===== config.mk =====
export PLATFORM = sky130hd
export DESIGN_NAME = nbr_mean_filter
export DESIGN_NICKNAME = d
export VERILOG_FILES = /design/src/rtl/nbr_filter_pkg.sv /design/src/rtl/nbr_addr_gen.sv /design/src/rtl/nbr_mean_filter.sv
export SDC_FILE = /design/constraint.sdc
export NUM_CORES = 1
export LEC_CHECK = 0
export ABC_AREA = 1
export BUFFER_PORTS_ARGS = -buffer_cell sky130_fd_sc_hd__buf_4
export CAP_MARGIN = 20
export CORE_AREA = 2 2 103 105
export DETAILED_ROUTE_END_ITERATION = 7
export DIE_AREA = 0 0 105 107
export PLACE_DENSITY = 0.79
export SETUP_SLACK_MARGIN = 0.15
export SYNTH_ARGS = -nofsm -noshare
export SYNTH_HDL_FRONTEND = slang
export SYNTH_SLANG_ARGS = --single-unit

===== constraint.sdc =====
create_clock -name clk -period 6.3 [get_ports clk]
set_clock_uncertainty 0.05 [all_clocks]
set_input_delay 1.89 -clock clk [delete_from_list [all_inputs] [get_ports clk]]
set_output_delay 1.89 -clock clk [all_outputs]
set_load 0.005 [all_outputs]

===== src/rtl/nbr_filter_pkg.sv =====
// Shared definitions for the neighbour-mean filter: FSM states, the
// neighbour offset table and accumulator sizing.
package nbr_filter_pkg;

  typedef enum logic [2:0] {
    IDLE,
    FETCH,
    DRAIN,
    WRITE,
    DONE
  } state_e;

  // Eight PIX_W-bit samples sum without overflow in PIX_W+3 bits.
  localparam int ACC_GUARD = 3;

  // Neighbour offsets indexed by sel: top row, middle row (left, right), bottom row.
  localparam int NBR_DX [8] = '{-1,  0,  1, -1,  1, -1,  0,  1};
  localparam int NBR_DY [8] = '{-1, -1, -1,  0,  0,  1,  1,  1};

  function automatic int acc_width(input int pix_w);
    return pix_w + ACC_GUARD;
  endfunction

  function automatic logic is_border(input int x, input int y, input int w, input int h);
    return (x == 0) || (x == w - 1) || (y == 0) || (y == h - 1);
  endfunction

endpackage


===== src/rtl/nbr_addr_gen.sv =====
// Combinational neighbour address: (y+dy)*IMG_W + (x+dx) for the selected neighbour.
module nbr_addr_gen
  import nbr_filter_pkg::*;
#(
  parameter int IMG_W  = 256,
  parameter int ADDR_W = 16,
  parameter int XW     = 8,
  parameter int YW     = 8
) (
  input  logic [XW-1:0]     x,
  input  logic [YW-1:0]     y,
  input  logic [2:0]        sel,
  output logic [ADDR_W-1:0] addr
);

  int nbr_x;
  int nbr_y;

  always_comb begin
    nbr_x = int'(x) + NBR_DX[sel];
    nbr_y = int'(y) + NBR_DY[sel];
    addr  = ADDR_W'(nbr_y * IMG_W + nbr_x);
  end

endmodule


===== src/rtl/nbr_mean_filter.sv =====
// Self-sequencing 8-neighbour mean filter: reads source pixels from BRAM port A,
// writes the filtered frame (zero border) to BRAM port B in raster order.
module nbr_mean_filter
  import nbr_filter_pkg::*;
#(
  parameter int IMG_W  = 256,
  parameter int IMG_H  = 256,
  parameter int PIX_W  = 8,
  parameter int ADDR_W = 16
) (
  input  logic              clk,
  input  logic              rst_n,
  input  logic              start,
  output logic              ena,
  output logic [ADDR_W-1:0] addra,
  input  logic [PIX_W-1:0]  douta,
  output logic              enb,
  output logic              wea,
  output logic [ADDR_W-1:0] addrb,
  output logic [PIX_W-1:0]  dinb,
  output logic [2:0]        sel,
  output logic              busy,
  output logic              complete
);

  localparam int XW    = (IMG_W > 1) ? $clog2(IMG_W) : 1;
  localparam int YW    = (IMG_H > 1) ? $clog2(IMG_H) : 1;
  localparam int ACC_W = acc_width(PIX_W);

  localparam logic [XW-1:0] X_LAST = XW'(IMG_W - 1);
  localparam logic [YW-1:0] Y_LAST = YW'(IMG_H - 1);

  state_e              state_q, state_d;
  logic [XW-1:0]       x_q, x_d;
  logic [YW-1:0]       y_q, y_d;
  logic [ADDR_W-1:0]   pix_addr_q, pix_addr_d;
  logic [ACC_W-1:0]    acc_q, acc_d;
  logic [2:0]          sel_q, sel_d;
  logic                ena_q, ena_d;
  logic                enb_q, enb_d;
  logic                wea_q, wea_d;
  logic [ADDR_W-1:0]   addra_q, addra_d;
  logic [ADDR_W-1:0]   addrb_q, addrb_d;
  logic [PIX_W-1:0]    dinb_q, dinb_d;
  logic                busy_q, busy_d;
  logic                complete_q, complete_d;

  logic [XW-1:0]       nxt_x;
  logic [YW-1:0]       nxt_y;
  logic                last_pix;
  logic [ACC_W-1:0]    acc_sum;

  logic [XW-1:0]       gen_x;
  logic [YW-1:0]       gen_y;
  logic [2:0]          gen_sel;
  logic [ADDR_W-1:0]   gen_addr;

  always_comb begin
    if (x_q == X_LAST) begin
      nxt_x = '0;
      nxt_y = y_q + YW'(1);
    end else begin
      nxt_x = x_q + XW'(1);
      nxt_y = y_q;
    end
    last_pix = (x_q == X_LAST) && (y_q == Y_LAST);
    acc_sum  = acc_q + ACC_W'(douta);
  end

  // Address generator looks one step ahead so addra is registered with its sel.
  always_comb begin
    gen_x   = x_q;
    gen_y   = y_q;
    gen_sel = sel_q + 3'd1;
    if (state_q == WRITE) begin
      gen_x   = nxt_x;
      gen_y   = nxt_y;
      gen_sel = '0;
    end
  end

  nbr_addr_gen #(
    .IMG_W  (IMG_W),
    .ADDR_W (ADDR_W),
    .XW     (XW),
    .YW     (YW)
  ) u_addr_gen (
    .x    (gen_x),
    .y    (gen_y),
    .sel  (gen_sel),
    .addr (gen_addr)
  );

  always_comb begin
    state_d    = state_q;
    x_d        = x_q;
    y_d        = y_q;
    pix_addr_d = pix_addr_q;
    acc_d      = acc_q;
    sel_d      = '0;
    ena_d      = 1'b0;
    enb_d      = 1'b0;
    wea_d      = 1'b0;
    addra_d    = '0;
    addrb_d    = '0;
    dinb_d     = '0;
    busy_d     = busy_q;
    complete_d = complete_q;

    unique case (state_q)
      IDLE, DONE: begin
        state_d = IDLE;
        if (start) begin
          // Pixel (0,0) is always a border pixel, so a frame opens with a write.
          busy_d     = 1'b1;
          complete_d = 1'b0;
          x_d        = '0;
          y_d        = '0;
          pix_addr_d = '0;
          state_d    = WRITE;
          enb_d      = 1'b1;
          wea_d      = 1'b1;
        end
      end

      FETCH: begin
        if (sel_q != 3'd0) begin
          acc_d = acc_sum;
        end
        if (sel_q == 3'd7) begin
          state_d = DRAIN;
        end else begin
          sel_d   = sel_q + 3'd1;
          ena_d   = 1'b1;
          addra_d = gen_addr;
        end
      end

      DRAIN: begin
        acc_d   = acc_sum;
        state_d = WRITE;
        enb_d   = 1'b1;
        wea_d   = 1'b1;
        addrb_d = pix_addr_q;
        dinb_d  = acc_sum[PIX_W+2:3];
      end

      WRITE: begin
        if (last_pix) begin
          state_d    = DONE;
          busy_d     = 1'b0;
          complete_d = 1'b1;
          x_d        = '0;
          y_d        = '0;
          pix_addr_d = '0;
        end else begin
          x_d        = nxt_x;
          y_d        = nxt_y;
          pix_addr_d = pix_addr_q + ADDR_W'(1);
          if (is_border(int'(nxt_x), int'(nxt_y), IMG_W, IMG_H)) begin
            state_d = WRITE;
            enb_d   = 1'b1;
            wea_d   = 1'b1;
            addrb_d = pix_addr_q + ADDR_W'(1);
          end else begin
            state_d = FETCH;
            acc_d   = '0;
            ena_d   = 1'b1;
            addra_d = gen_addr;
          end
        end
      end

      default: state_d = IDLE;
    endcase
  end

  always_ff @(posedge clk or negedge rst_n) begin
    if (!rst_n) begin
      state_q    <= IDLE;
      x_q        <= '0;
      y_q        <= '0;
      pix_addr_q <= '0;
      acc_q      <= '0;
      sel_q      <= '0;
      ena_q      <= 1'b0;
      enb_q      <= 1'b0;
      wea_q      <= 1'b0;
      addra_q    <= '0;
      addrb_q    <= '0;
      dinb_q     <= '0;
      busy_q     <= 1'b0;
      complete_q <= 1'b0;
    end else begin
      state_q    <= state_d;
      x_q        <= x_d;
      y_q        <= y_d;
      pix_addr_q <= pix_addr_d;
      acc_q      <= acc_d;
      sel_q      <= sel_d;
      ena_q      <= ena_d;
      enb_q      <= enb_d;
      wea_q      <= wea_d;
      addra_q    <= addra_d;
      addrb_q    <= addrb_d;
      dinb_q     <= dinb_d;
      busy_q     <= busy_d;
      complete_q <= complete_d;
    end
  end

  assign ena      = ena_q;
  assign addra    = addra_q;
  assign enb      = enb_q;
  assign wea      = wea_q;
  assign addrb    = addrb_q;
  assign dinb     = dinb_q;
  assign sel      = sel_q;
  assign busy     = busy_q;
  assign complete = complete_q;

endmodule


# After elaboration in Yosys (flattened, before gate mapping)
# Memories as Yosys holds them, arrays and structs flattened.
# Index checks and enable logic that the tools add are counted.
# op_classes
order_cmp,1
n_reduce_logical,14
addsub,8
bitwise_logic,1
eq_ne,15
mux,50
# op_table
op,n
two-way mux 16 bit,9
case mux 16 bit (2 select lines),3
two-way mux 8 bit,10
two-way mux 11 bit,3
case mux 11 bit (3 select lines),1
case mux 8 bit (2 select lines),2
adder 16 x 1 -> 16 bit (second input constant),1
adder 16 bit,1
adder 8 x 1 -> 8 bit (second input constant),2
adder 9 x 16 -> 16 bit,1
equality test 8 x 1 -> 1 bit (second input constant),2
equality test 8 bit (second input constant),2
logical NOT 8 bit,2
two-way mux 3 bit,5
inequality test 2 bit (second input constant),6
case mux 3 bit (4 select lines),1
adder 11 x 8 -> 11 bit,1
two-way mux 1 bit,10
adder 8 bit,1
equality test 3 x 2 -> 1 bit (second input constant),2
equality test 3 bit (second input constant),2
case mux 1 bit (2 select lines),3
nonzero test 3 bit,2
greater-or-equal comparator 4 bit (second input constant),1
other kinds (13),16
# totals
register_bits,93
memories,2
word_cells,104
rom_bits,512
out_inout_bits,48
# memory_table
name,depth,width,rd,rd_ports_with_merged_regs,wr,line_no,source
(name not given),8,32,1,0,0,nbr_addr_gen.sv:20,nbr_x = int'(x) + NBR_DX[sel];
(name not given),8,32,1,0,0,nbr_addr_gen.sv:21,nbr_y = int'(y) + NBR_DY[sel];

# Logic depth before layout (Yosys ltp)
# Gate-level depths: netlist (run 1).
# depth
depth_word,11
mapped_depth,25
depth_no_buf,23

# Cells and area by module
# A second synthesis (run 1) with hierarchy kept.
# hier_totals
cells_unflattened,787
area_unflattened_um2,5978.2
# by_module_without_submodules
module,cells_each,area_each_um2,n_inst
nbr_mean_filter,576,4762.1,1
nbr_addr_gen,211,1216.2,1

# Worst setup path after synthesis (run 1)
# Ideal clock, no wire load.
# synth_timing
path_kind,register to register
from,reg state_q[2]
to,"reg addra_q[15], in the netlist addra[15]"
path_stages_with_launch,22
arrival_ps,3992
setup_slack_ps,2142
setup_time_ps,117
t_required_ps,6133
period_less_slack_ps,4158
path_cell_list,dfrtp_1 -> inv_1 -> nand2_1 -> nor2_1 -> buf_2 -> buf_1 -> nor2_1 -> inv_1 -> ha_1 -> inv_1 -> o21ai_0 -> ha_1 -> a21oi_1 -> o21ai_0 -> a21oi_1 -> nand2_1 -> nand2_1 -> nand2_1 -> a21oi_1 -> nand2_1 -> nand2_1 -> nor2_1
# synth_via
elab_chain_cells,11
word_cells_on_any_way,19
cone_classes,add/sub: 3; eq/ne: 2; mux: 11; bitwise: 1; memory: 2
# synth_rtl
element,line_no,source
"start, declared",nbr_mean_filter.sv:33,"state_e state_q, state_d;"
"start signal, assigned",nbr_mean_filter.sv:195,state_q <= state_d;
equality test 3 x 2 -> 1 bit,"nbr_mean_filter.sv:75, nbr_mean_filter.sv:110",
two-way mux 3 bit,nbr_mean_filter.sv:75,if (state_q == WRITE) begin
NOT 3 -> 4 bit (not written as such),"nbr_addr_gen.sv:20, nbr_addr_gen.sv:21",
"memory read (8 x 32 bit), on equally long branches",--,
two-way mux 16 bit (not written as such) or two-way mux 8 bit (tied branches) (2 in series),"nbr_addr_gen.sv:20, nbr_addr_gen.sv:21",
adder 9 x 16 -> 16 bit or adder 8 bit (tied branches),"nbr_addr_gen.sv:20, nbr_addr_gen.sv:21",
adder 16 bit,nbr_addr_gen.sv:22,addr = ADDR_W'(nbr_y * IMG_W + nbr_x);
two-way mux 16 bit,nbr_mean_filter.sv:160,"if (is_border(int'(nxt_x), int'(nxt_y), IMG_W, IMG_H)) begin"
two-way mux 16 bit,nbr_mean_filter.sv:149,if (last_pix) begin
case mux 16 bit (2 select lines) *,nbr_mean_filter.sv:110,unique case (state_q)
net addra_d[15],nbr_mean_filter.sv:42,"logic [ADDR_W-1:0] addra_q, addra_d;"
"end signal, assigned",nbr_mean_filter.sv:204,addra_q <= addra_d;
"end, declared",nbr_mean_filter.sv:42,
# Mark *: on every way through the listed nets, which the timed path passes. The rest lies on a longest branch. The select of a mux whose other input is x is not followed.
# A chain may end at the register's enable or synchronous reset.

# Worst setup path after layout (run 1)
# layout_timing
from,reg state_q[2]
to,"reg addra_q[13], in the netlist addra[13]"
# Same word-level chain as after synthesis.

==> impl_results.md, run 1 <==
* Avg WL per Cell at about 14 microns
* Main combinational cell family by area after synthesis: simple AND/OR/NAND/NOR gates
* Die Footprint at between 10000 and 15000 sq um
* CTS buffer count at 9
* Clock Tree Buf Depth at 2
* Reg2reg start: state_q[2]$_DFFE_PN0N_
* Synthesized instance count at about 750
* Vias/cell at about 5.5
* Area Growth Syn to Fin at 13.0%
* Fraction of the cycle the final worst path needs at 69.3%
* Status: finished clean
* Lkg Pwr at ~0.0033 uW
* Primary FF master, synth: dfrtp_1
* Core area at around 10000 sq um
* Simple-gate share of the synthesized area at between 20% and 30%
* CP cell instances: inv_1, nand2_1, nor2_1, buf_4, nor2_1, ha_1, nor2_1, inv_1, o21ai_0, ha_1, fa_1, a21oi_1, o21ai_0, xor2_1, inv_1, ha_1, a21oi_1, o21ai_0, a21oi_1, nand3_1, nand2_1, nor2_1
* Fmax at 0.229 GHz
* DRC at 0
* Post-Synth Adder-Cell Area at 9.72%
* Maxcap violations at 0
* Crit path max fanout at 29
* Reg2reg setup slack at 1.94 ns
* Clk sink count at 93
* Compound-gate portion of the synthesized area at 15.0%
* Setup violations, final at 0
* WP data arrival at 4.57 ns
* WP depth at 22
* Worst setup path startpoint: state_q[2]$_DFFE_PN0N_
* # IOs at 59
* Setup_tns at 0 ns
* Initial antenna violation count at 0
* Final slew viol count at 0
* Asr flop ratio synth at 100%
* Req. time, crit path at between 6 and 7 ns
* Wirelength, routed at 13.4 mm
* Crit path largest cell delay at about 0.55 ns
* DP HPWL at around 9.8 mm
* Area after DPL at 6410 sq um
* Worst Path Buf+Inv at 4
* Sequential share of the synthesized area at around two fifths
* Final Hold Viols at 0
* Netlist cell types at 41
* Total power at between 3000 and 4000 uW
* Slew Limit Headroom at a little over a third
* DR iter-0 viols at roughly 350
* ANT cells at 0
* Placer Congestion at 0.924
* Initial Utilization at 58.4%
* Reg clk slew, reported paths at ~0.090 ns
* RSZ-0062 raised after global routing: false
* Crit path top cell by count: nor2_1
* Fin area at about 6700 sq um
* # nets final at between 800 and 900
* Rows at 37
* Worst-Skew Late Latency at ~0.36 ns
* Syn avg cell area at around 8 sq um
* Setup Crit Path Kind: register to register
* Peak VDD IR at between 0.8 and 0.9 mV
* Syn nets at a little over 800
* Critical R2R Capture: addra[13]$_DFF_PN0_
* Hold_ws at about 0.46 ns
* Share of layout cells above drive strength 1 at 13.2%
* TritonCTS clock tree: built
* Netlist Area Pre-Place at 5890 sq um
* Reg2Reg Depth at 22
* # Post-CTS Setup Buffers at 0
* Crit end category: register
* Slowest-stage cell, CP: nor2_1
* Flops & latches, synth at 93
* Worst slew pin tran at between 0.9 and 1 ns
* Die W at 105 microns
* Number of synthesized flops with an enable pin at 0
* Port Buffer Count at 58
* First-pass DRT Iterations at 6
* H-tree Lvls at 3
* Vias in the first global route at 4938
* Final core occ at roughly two thirds
* Post-synthesis mux area share at 0%
* Largest net degree at the start of global routing at between 50 and 60
* CTS resizes at 0
* Clock Tree Root: clkbuf_8
* Pwr/cell area at ~530 nW/um^2
* Ys Warns at 0
* Total Routing Usage GR at roughly a quarter
* XOR/XNOR share of the synthesized area at 4.46%
* Grt ovf at 0
* Final min period at roughly 4.4 ns
* Hold crit path type: register to register
* Critical path endpoint: addra[13]$_DFF_PN0_
* Setup crit start kind: register
* Filler instances at about 860
* Vias at a little over 5000
* CP top delay family: simple AND/OR/NAND/NOR gates
* Global-route wire length before repair at ~23 mm
* Hold buffer count at cts at 0
* Final ANT Viol Nets at 0
* Die height at 107 microns
[power by group]
group          internal, uW  switching, uW  leakage (uW)
Sequential              744           75.5       0.00124
Clock                   266            223      0.000121
Combinational           850           1390       0.00197
[cells by family (layout without fill, tap and decap cells)]
group	after synthesis	after routing
compound gates	151	151
simple gates	316	316
fa+ha+maj	44	44
flops	93	93
xor+xnor	30	30
buf+inv	117	175
[registers in the layout, indices dropped and copies added, names as in the netlist, 3 cells and up]
name and flops:
y_q 8, dinb 8, addra 16, state_q 3, x_q 8, sel 3, addrb 16, pix_addr_q 16
acc_q 11
[cell usage after synthesis, types with 2 or more instances]
| library cell | count | area (sq um) |
|---|---|---|
| o21a_1 | 2 | 15.0 |
| nand2_4 | 2 | 22.5 |
| o22ai_1 | 11 | 68.8 |
| xor2_1 | 17 | 149 |
| nand4_2 | 2 | 25.0 |
| nand3_2 | 3 | 30.0 |
| a21oi_1 | 44 | 220 |
| inv_1 | 96 | 360 |
| clkbuf_1 | 10 | 37.5 |
| o31ai_1 | 2 | 15.0 |
| a31oi_1 | 2 | 12.5 |
| o21bai_1 | 2 | 15.0 |
| ha_1 | 41 | 513 |
| a21boi_0 | 2 | 15.0 |
| buf_4 | 3 | 22.5 |
| or2_2 | 4 | 25.0 |
| buf_6 | 3 | 33.8 |
| nand2_2 | 2 | 12.5 |
| nor2_4 | 2 | 22.5 |
| o21ai_0 | 69 | 345 |
| nand3_1 | 55 | 275 |
| o22ai_2 | 10 | 125 |
| nand2_1 | 159 | 597 |
| buf_1 | 2 | 7.51 |
| nor3_1 | 9 | 45.0 |
| dfrtp_1 | 93 | 2330 |
| nand4_1 | 5 | 31.3 |
| xnor2_1 | 13 | 114 |
| fa_1 | 3 | 60.1 |
| inv_2 | 2 | 7.51 |
| nand3b_1 | 2 | 15.0 |
| nor2_1 | 70 | 263 |
[routing by layer]
metal / GRT usage (%) / up-vias / share of wire, %
li1: - / 2568 / -
met2: 41.6 / 162 / 49
met4: 9.43 / 0 / 2.1
met5: 0 / - / 0
met1: 33.4 / 2433 / 44
met3: 3.47 / 32 / 4.8
[layout make-up]
cell class	instances	area [sq um]	share of cell area, %
tap	136	170	2.55
sequential	93	2330	34.9
inverter	98	368	5.52
clock inverter	7	123	1.84
timing repair buffer	61	458	6.87
multi-input combinational	541	3090	46.4
clock buffer	9	124	1.86
[metrics by stage]
step | instances | setup slack, ns
final | 945 | 1.94
after floorplan | 751 | 2.14
after global placement | 929 | 2.33
after global routing | 945 | 1.46
after CTS | 945 | 2.03
after detailed placement | 929 | 2.07
[cells in the final DEF, fill, tap and decap left out, drive strengths merged]
cell,Yosys,layout
o31ai,2,2
inv,98,99
o211ai,1,1
clkinvlp,0,1
a21o,1,1
a31oi,2,2
a21boi,2,2
ha,41,41
xor2,17,17
fa,3,3
or2,4,4
a21oi,45,45
o311ai,1,1
nand4,7,7
bufinv,0,3
nor3,9,9
a211oi,1,1
o21bai,2,2
o21ai,71,71
nand2,163,163
nand3,58,58
buf,9,61
o21a,2,2
nor2,73,73
dfrtp,93,93
xnor2,13,13
clkbuf,10,9
nand3b,2,2
clkinv,0,2
o22ai,21,21
[how the worst min path moves through the flow]
stage | depth (start not counted) | from | slack (ns) | endpoint
2_1_floorplan | 2 | acc_q[0]$_DFFE_PN0P_ | 0.42 | acc_q[0]$_DFFE_PN0P_
3_3_place_gp | 2 | acc_q[0]$_DFFE_PN0P_ | 0.44 | acc_q[0]$_DFFE_PN0P_
3_5_place_dp | 1 | busy$_DFFE_PN0P_ | 0.44 | busy$_DFFE_PN0P_
4_1_cts | 1 | busy$_DFFE_PN0P_ | 0.46 | busy$_DFFE_PN0P_
5_1_grt | 1 | busy$_DFFE_PN0P_ | 0.49 | busy$_DFFE_PN0P_
6_report | 1 | busy$_DFFE_PN0P_ | 0.46 | busy$_DFFE_PN0P_
No activity file was read; power rests on OpenSTA's default activity.
==> inputs of run 2 (changes only) <==
Settings changed: CORE_AREA 2 2 103 105 to 2 2 108 110, DIE_AREA 0 0 105 107 to 0 0 110 112, PLACE_DENSITY 0.79 to 0.76.
Clock period 6.3 ns to 3.9 ns, I/O delays scaled along.
==> impl_results.md, run 2 (synthesis results as in run 1) <==
* Worst slew pin tran at about 1.1 ns
* Place WS at 0.0141 ns
* Status: finished clean
* Critical R2R Capture: addra[15]$_DFF_PN0_
* CTS buffer count at 9
* Setup crit start kind: register
* Largest net degree at the start of global routing at 64
* Lkg Pwr at roughly 0.0035 uW
* ANT cells at 0
* TritonCTS clock tree: built
* Reg2reg setup slack at about 0.3 ns
* Wirelength, routed at approximately 14 mm
* Vias in the first global route at roughly 5000
* Sequential Power Share at around a fifth
* Reg2Reg Depth at 21
* Maxcap violations at 0
* WP data arrival at about 3.8 ns
* Total power at 6560 uW
* CP top delay family: adder cells
* Peak VDD IR at roughly 1.2 mV
* Worst Path Buf+Inv at 0
* Global-route wire length before repair at about 23 mm
* Core area at around 11000 sq um
* Fin area at between 7000 and 8000 sq um
* Port Buffer Count at slightly below 60
* Die Footprint at about 12000 sq um
* Fraction of the cycle the final worst path needs at between 90% and 100%
* DR iter-0 viols at around 320
* Switching power at around 3000 uW
* Final ANT Viol Nets at 0
* Die W at around 110 microns
* Worst-Skew Late Latency at between 0.3 and 0.4 ns
* DP HPWL at slightly above 10 mm
* Rows at 39
* Crit path largest cell delay at 0.41 ns
* # IOs at 59
* Setup Crit Path Kind: register to register
* Internal at about 3500 uW
* Fmax at about 0.28 GHz
* Clock power share at a little over an eighth
* Total Routing Usage GR at 24.1%
* Sw frac at a little under half
* Clk sink count at between 90 and 100
* First-pass DRT Iterations at 5
* WP depth at 21
* Critical path endpoint: addra[15]$_DFF_PN0_
* Reg clk slew, reported paths at approximately 0.070 ns
* Slew Limit Headroom at between 20% and 30%
* CP cell instances: ha_4, nand2_2, nor2_4, nand3_2, nand2_2, o21ai_0, ha_2, fa_2, a21oi_2, o21ai_2, nand2_1, nand2_1, a21oi_2, xnor2_1, ha_1, a21oi_2, o31ai_4, a21oi_2, nand2_1, nand2_1, nor2_1
* Worst setup path startpoint: x_q[1]$_DFFE_PN0P_
* Final slew viol count at 0
* H-tree Lvls at 3
* Setup violations, final at 0
* Vias at around 5300
* HP Start: busy$_DFFE_PN0P_
* Req. time, crit path at approximately 4.1 ns
* Reg2reg start: x_q[1]$_DFFE_PN0P_
* Slack of the critical path at a little over 0.3 ns
* Crit end category: register
* Grt ovf at 0
* Combinational power share at between 60% and 70%
* Setup_tns at 0 ns
* DRC at 0
* Initial Utilization at a little over half
* Hold crit path type: register to register
* Most frequent cells in the layout: nand2_1 (156), inv_1 (92), dfrtp_1 (91), buf_4 (86)
* RSZ-0062 raised after global routing: false
* Clock Tree Buf Depth at 2
* Final min period at 3.60 ns
* # nets final at just under 900
* Initial antenna violation count at 0
* Vias/cell at 5.42
* Area after DPL at 6480 sq um
* Die height at ~110 microns
* Placer Congestion at between 0.9 and 1
* Share of layout cells above drive strength 1 at around 20%
* Most common cell after layout, fill and taps aside: nand2_1
* Area Growth Syn to Fin at 21.2%
* Final Hold Viols at 0
* Pwr/cell area at 918 nW/um^2
* Crit path max fanout at 5
* Avg WL per Cell at ~15 microns
* Hold buffer count at cts at 0
* Slowest-stage cell, CP: dfrtp_2
* Clock Tree Root: clkbuf_16
==> run 2: layout make-up <==
class / count / area (sq um)
fillers: 908 / 4030
multi-input cells: 541 / 3270
flip-flops and latches: 93 / 2330
repair buffers: 89 / 688
inverters: 98 / 374
clock buffers: 10 / 239
well taps: 143 / 179
clock inverters: 6 / 61.3
==> run 2: timing repair <==
action | CTS | global route
buffers inserted | 3 | 19
endpoints found under the setup margin | 3 | 5
endpoints found under the hold margin | 0 | 0
gates cloned | 0 | 0
pin swaps | 0 | 20
resized for setup | 8 | 42
==> run 2: how the worst min path moves through the flow <==
stage	to	depth (start not counted)
after floorplan	acc_q[0]$_DFFE_PN0P_	2
after global placement	busy$_DFFE_PN0P_	1
after detailed placement	busy$_DFFE_PN0P_	1
after CTS	busy$_DFFE_PN0P_	1
after global routing	busy$_DFFE_PN0P_	1
final	busy$_DFFE_PN0P_	1
==> run 2: per-layer routing <==
layer  GRT usage (%)  vias up  wire, microns
met5               0        -              0
met1            31.9     2512           6260
li1                -     2628              -
met4            9.87        0            383
met2            38.8      142           7040
met3            4.27       25            607
==> run 2: per-stage QoR <==
| stage | hold slack, ns | std cells | utilization, % |
|---|---|---|---|
| 2_1_floorplan | 0.423 | 751 | - |
| 3_3_place_gp | 0.431 | 942 | 58.0 |
| 3_5_place_dp | 0.438 | 942 | 58.0 |
| 4_1_cts | 0.452 | 961 | 61.0 |
| 5_1_grt | 0.469 | 980 | 63.9 |
| 6_report | 0.451 | 980 | 63.9 |
==> run 2: power by group through the flow <==
stage                     sequential [uW]  clock [uW]  combinational, uW
after floorplan                      1330           0               2740
after global placement               1330           0               3520
after detailed placement             1340           0               3650
after CTS                            1320         912               3730
after global routing                 1350         951               4830
final                                1330         896               4330
